## src/rtl/uart_frame_decoder.sv

```systemverilog
// Purpose: parses SYNC, LEN, payload, CHK byte frames and reports good or rejected frames.
// Latency: frame_valid/frame_error pulse one clk after the final byte (or the timeout expiry).
// Backpressure: none; every io_data_valid byte is consumed in its cycle.
module uart_frame_decoder #(
  parameter logic [7:0] SYNC_BYTE      = 8'hA5,
  parameter int         MAX_LEN        = 8,
  parameter int         TIMEOUT_CYCLES = 104_200
) (
  input  logic        clk,
  input  logic        reset,
  input  logic        io_data_valid,
  input  logic [7:0]  io_data_packet,
  output logic        frame_valid,
  output logic [3:0]  frame_len,
  output logic [63:0] frame_data,
  output logic        frame_error,
  output logic [1:0]  error_code
);

  localparam int            CW        = $clog2(TIMEOUT_CYCLES) + 1;
  localparam logic [CW-1:0] TO_LAST   = CW'(TIMEOUT_CYCLES - 1);
  localparam logic [7:0]    MAX_LEN_B = 8'(MAX_LEN);

  typedef enum logic [1:0] {IDLE, GET_LEN, GET_PAYLOAD, GET_CHK} state_t;

  state_t        state_q, state_d;
  logic [3:0]    len_q, len_d;
  logic [3:0]    idx_q, idx_d;
  logic [7:0]    chk_q, chk_d;
  logic [63:0]   buf_q, buf_d;
  logic [CW-1:0] cnt_q, cnt_d;
  logic          frame_valid_q, frame_valid_d;
  logic          frame_error_q, frame_error_d;
  logic [3:0]    frame_len_q, frame_len_d;
  logic [63:0]   frame_data_q, frame_data_d;
  logic [1:0]    error_code_q, error_code_d;

  // Next-state: byte handling per state, otherwise inter-byte timeout tracking.
  always_comb begin
    state_d       = state_q;
    len_d         = len_q;
    idx_d         = idx_q;
    chk_d         = chk_q;
    buf_d         = buf_q;
    cnt_d         = cnt_q;
    frame_valid_d = 1'b0;
    frame_error_d = 1'b0;
    frame_len_d   = frame_len_q;
    frame_data_d  = frame_data_q;
    error_code_d  = error_code_q;

    if (io_data_valid) begin
      // An arriving byte always wins over a timeout expiring in the same cycle.
      cnt_d = '0;
      case (state_q)
        IDLE: begin
          if (io_data_packet == SYNC_BYTE) state_d = GET_LEN;
        end
        GET_LEN: begin
          if (io_data_packet == 8'd0 || io_data_packet > MAX_LEN_B) begin
            frame_error_d = 1'b1;
            error_code_d  = 2'b01;
            state_d       = IDLE;
          end else begin
            len_d   = io_data_packet[3:0];
            chk_d   = io_data_packet;
            idx_d   = 4'd0;
            state_d = GET_PAYLOAD;
          end
        end
        GET_PAYLOAD: begin
          buf_d[{idx_q[2:0], 3'b000} +: 8] = io_data_packet;
          chk_d = chk_q ^ io_data_packet;
          idx_d = idx_q + 4'd1;
          if (idx_q == len_q - 4'd1) state_d = GET_CHK;
        end
        default: begin
          if (io_data_packet == chk_q) begin
            frame_valid_d = 1'b1;
            frame_len_d   = len_q;
            // Slots beyond LEN may hold bytes of an older, longer frame.
            frame_data_d  = '0;
            for (int i = 0; i < 8; i++) begin
              if (i < int'(len_q)) frame_data_d[i*8 +: 8] = buf_q[i*8 +: 8];
            end
          end else begin
            frame_error_d = 1'b1;
            error_code_d  = 2'b10;
          end
          state_d = IDLE;
        end
      endcase
    end else if (state_q != IDLE) begin
      if (cnt_q == TO_LAST) begin
        frame_error_d = 1'b1;
        error_code_d  = 2'b11;
        state_d       = IDLE;
        cnt_d         = '0;
      end else begin
        cnt_d = cnt_q + CW'(1);
      end
    end
  end

  // State and registered outputs; reset aborts any frame without a pulse.
  always_ff @(posedge clk or posedge reset) begin
    if (reset) begin
      state_q       <= IDLE;
      len_q         <= '0;
      idx_q         <= '0;
      chk_q         <= '0;
      buf_q         <= '0;
      cnt_q         <= '0;
      frame_valid_q <= 1'b0;
      frame_error_q <= 1'b0;
      frame_len_q   <= '0;
      frame_data_q  <= '0;
      error_code_q  <= '0;
    end else begin
      state_q       <= state_d;
      len_q         <= len_d;
      idx_q         <= idx_d;
      chk_q         <= chk_d;
      buf_q         <= buf_d;
      cnt_q         <= cnt_d;
      frame_valid_q <= frame_valid_d;
      frame_error_q <= frame_error_d;
      frame_len_q   <= frame_len_d;
      frame_data_q  <= frame_data_d;
      error_code_q  <= error_code_d;
    end
  end

  assign frame_valid = frame_valid_q;
  assign frame_error = frame_error_q;
  assign frame_len   = frame_len_q;
  assign frame_data  = frame_data_q;
  assign error_code  = error_code_q;

endmodule

```

## config.mk

```make
export PLATFORM = sky130hd
export DESIGN_NAME = uart_frame_decoder
export DESIGN_NICKNAME = d
export VERILOG_FILES = /design/src/rtl/uart_frame_decoder.sv
export SDC_FILE = /design/constraint.sdc
export NUM_CORES = 1
export LEC_CHECK = 0
export BUFFER_PORTS_ARGS = -buffer_cell sky130_fd_sc_hd__buf_2
export CAP_MARGIN = 5
export CORE_UTILIZATION = 30
export CTS_CLUSTER_DIAMETER = 80
export DETAILED_ROUTE_END_ITERATION = 10
export HOLD_SLACK_MARGIN = 0.15
export MAX_ROUTING_LAYER = met4
export PLACE_DENSITY = 0.47
export SYNTH_ARGS = -nofsm -noshare
export SYNTH_HDL_FRONTEND = slang
export SYNTH_SLANG_ARGS = --single-unit
```

## constraint.sdc

```tcl
create_clock -name clk -period 5.98 [get_ports clk]
set_input_delay 1.196 -clock clk [delete_from_list [all_inputs] [get_ports clk]]
set_output_delay 1.196 -clock clk [all_outputs]
set_load 0.02 [all_outputs]
```

==> run_results.csv <==
group,metric,value,unit
critical_path,cp_max_fo,17,
yosys,ys.warnings.count,0,
flow_run,cap_violations,0,
yosys,netlist_instances,703,
layout,antenna_cells,0,
critical_path,crit_path_start_kind,"primary input",
grt,grt_pass1_wl,29230,um
placed_design,place_congestion,0.7487,
sta,slew_headroom,0.4756,
detailed_routing,dr.pass1.iters,4,
detailed_routing,viasPerCell,4.581,
yosys,synth-edff-count,0,
critical_path,r2r_cells,6,
critical_path,critPathKind,"primary input to flop",
min_path,hold_path.class,"flop to flop",
clocking,numClockSinks,172,
clocking,root_buffer,"clkbuf_16",
power_and_ir_drop,clkPwrFrac,0.388,
clocking,clk_pin_slew_worst_paths,70,ps
power_and_ir_drop,switching_share,0.2779,
power_and_ir_drop,switchingPower,902.7,uW
die,die-area,25730,sq um
placed_design,dp_hpwl,11640,um
layout,nets,789,
critical_path,critical_path.startpoint,"io_data_valid",
die,io-pin-count,83,
yosys,ys.flop_type,"dfrtp_1",
detailed_routing,drt_iter0_markers,237,
detailed_routing,ant_nets,0,
clocking,cts_tree,"yes",
die,die_h,160.4,um
yosys,syn_area_per_cell,10.71,sq um
sta,fin_skew,10.35,ps
detailed_routing,drt_wl_total,17860,um
power_and_ir_drop,seqPwrFrac,0.452,
critical_path,rrSetupSlack,3380,ps
power_and_ir_drop,intPower,2.346,mW
layout,syn2layout_area_growth,17.87,%
min_path,holdPathEnd,"frame_data[19]",
yosys,yosysTopAreaCell,"dfrtp_1",
sta,min_period,2869,ps
critical_path,cp.required,6290,ps
grt,grt_max_degree,74,
clocking,post_cts_buffers,0,
min_path,hold_depth,2,
clocking,postCtsHoldBufs,0,
yosys,netlist.area_leader.share,0.5718,
die,core,24460,sq um
sta,tns,0,ps
clocking,cts_resized,0,
critical_path,crit_path_end_kind,"flop",
yosys,async_flop_share,1.000,
power_and_ir_drop,comb_power_share,0.160,
die,die_x,160.4,um
min_path,worstHoldStart,"frame_data[19]",
detailed_routing,wl_per_cell,16.12,um
grt,grt_usage,0.1527,
yosys,syn_area,7527,sq um
critical_path,r2r_end,"buf_q[37]",
layout,final_layout_size_suffix_gt1_frac,0.2526,
sta,setup_viol,0,
power_and_ir_drop,total_power,3.248,mW
critical_path,worst_ep_arrival_time,3180,ps
grt,gr-total-overflow,0,
outcome,status,"finished, final reports clean",
yosys,synth_fp_nets,721,
power_and_ir_drop,p_leak,4.195,nW
yosys,yosysSeqAreaShare,0.5718,
sta,rsz0062_at_grt,"no",
grt,antenna_found_initial,0,
die,initial_core_util,0.3077,
clocking,clk-insertion-delay-late,430,ps
sta,worstMarginPinSlew,786.6,ps
detailed_routing,vias,5076,
yosys,ys_seq_elements,172,
sta,max_clock_freq,0.3486,GHz
power_and_ir_drop,ir_drop,0.0001692,V
clocking,cts_max_level,4,
sta,final_hold_viol_count,0,
placed_design,portBuffers,82,
critical_path,r2r-start,"idx_q[0]",
clocking,numCtsBuffers,17,
sta,slew_viol_final,0,
sta,finalCritPeriodShare,0.4798,
die,rows,57,
clocking,clockBufferDepth,2,
yosys,yosysUniqueCellTypes,51,
detailed_routing,drc,0,
yosys,synthTopCellsByArea,"dfrtp_1 57%, mux2_2 8.7%, nand2_1 7.6%",
sta,holdWs,474.7,ps
power_and_ir_drop,power_density,366.1,nW/um^2
grt,grt_pass1_vias,5273,
layout,nFillCells,2479,
worst max-delay path by stage:
| stage | cells past startpoint | slack (ps) | end |
|---|---|---|---|
| 2_1_floorplan | 1 | 120 | buf_q[0] |
| 3_3_place_gp | 5 | 2700 | buf_q[11] |
| 3_5_place_dp | 5 | 2650 | buf_q[12] |
| 4_1_cts | 5 | 3100 | buf_q[8] |
| 5_1_grt | 5 | 2940 | buf_q[12] |
| 6_report | 5 | 3110 | buf_q[8] |
worst max-delay path: stages:
cell	delay (ps)
buf_2	240
and3b_1	600
nand3b_2	300
nor2_2	460
mux2_2	380
cell usage after synthesis (2+ instances only):
master	count
dfrtp_1	172
nand2_1	152
o21ai_0	83
mux2_2	58
nor2_1	35
xor2_1	22
clkbuf_1	21
nand3_1	15
buf_2	13
a21oi_1	12
inv_1	12
nor3_1	10
xnor2_1	9
mux2_4	8
nand4_1	8
ha_1	7
and2_1	5
nor4_1	5
a21o_1	4
a31oi_1	4
nand2b_1	4
o31ai_1	4
a32o_1	3
and3_1	3
nor2_2	3
nor2_8	3
buf_6	2
nand4b_1	2
or4_1	2
through the flow:
step	std cells	instance area, sq um	setup slack [ps]	utilization
2_1_floorplan	703	7527	123.9	-
3_3_place_gp	1076	8204	2705	0.3354
3_5_place_dp	1076	8204	2646	0.3354
4_1_cts	1108	8872	3103	0.3627
5_1_grt	1108	8872	2936	0.3627
6_report	1108	8872	3111	0.3627
routing by layer:
metal  vias to the layer above  global-route usage  wire [um]
li1                       2524                   -          -
met1                      2478              0.2038       9026
met2                        65              0.2349       8208
met3                         9             0.03073        458
met4                         0             0.04286        163
met5                         -                   -          0
cell families (layout without fill, tap and decap cells):
group / after synthesis / after routing / share of synthesized area
simple gates: 258 / 258 / 0.1584
flops: 172 / 172 / 0.5718
compound gates: 120 / 120 / 0.09026
mux: 66 / 66 / 0.1027
buf+inv: 49 / 130 / 0.02909
xor+xnor: 31 / 31 / 0.03607
fa+ha+maj: 7 / 7 / 0.01164
state kept, by name (all words and copies together) (netlist names):
register and flops:
buf_q 64, chk_q 8, cnt_q 18, error_code 2, frame_data 64, frame_error 1, frame_len 4, frame_valid 1
idx_q 4, len_q 4, state_q 2
power groups by stage:
stage	logic (mW)	clock network, mW	registers (mW)
6_report	0.521	1.26	1.47
3_5_place_dp	0.526	0	1.49
2_1_floorplan	0.431	0	1.45
3_3_place_gp	0.520	0	1.49
4_1_cts	0.528	1.29	1.47
5_1_grt	0.575	1.34	1.50
cell usage in the layout (no fill, tap or decap), types with 9 or more instances in the layout:
| master | instances |
|---|---|
| a21oi_1 | 12 |
| buf_2 | 82 |
| clkbuf_16 | 17 |
| dfrtp_1 | 172 |
| inv_1 | 11 |
| mux2_2 | 58 |
| nand2_1 | 152 |
| nand3_1 | 15 |
| nor2_1 | 35 |
| nor3_1 | 10 |
| o21ai_0 | 83 |
| xnor2_1 | 9 |
| xor2_1 | 22 |
layout make-up:
type	instances	area [sq um]	area share
flip-flops and latches	172	4304	0.4851
repair buffers	86	440.4	0.04964
clock inverters	14	229.0	0.02581
inverters	12	50.05	0.005641
clock buffers	18	439.2	0.04950
well taps	324	405.4	0.04569
multi-input cells	482	3004	0.3386
Note: power is estimated with default switching activity, not from simulation.
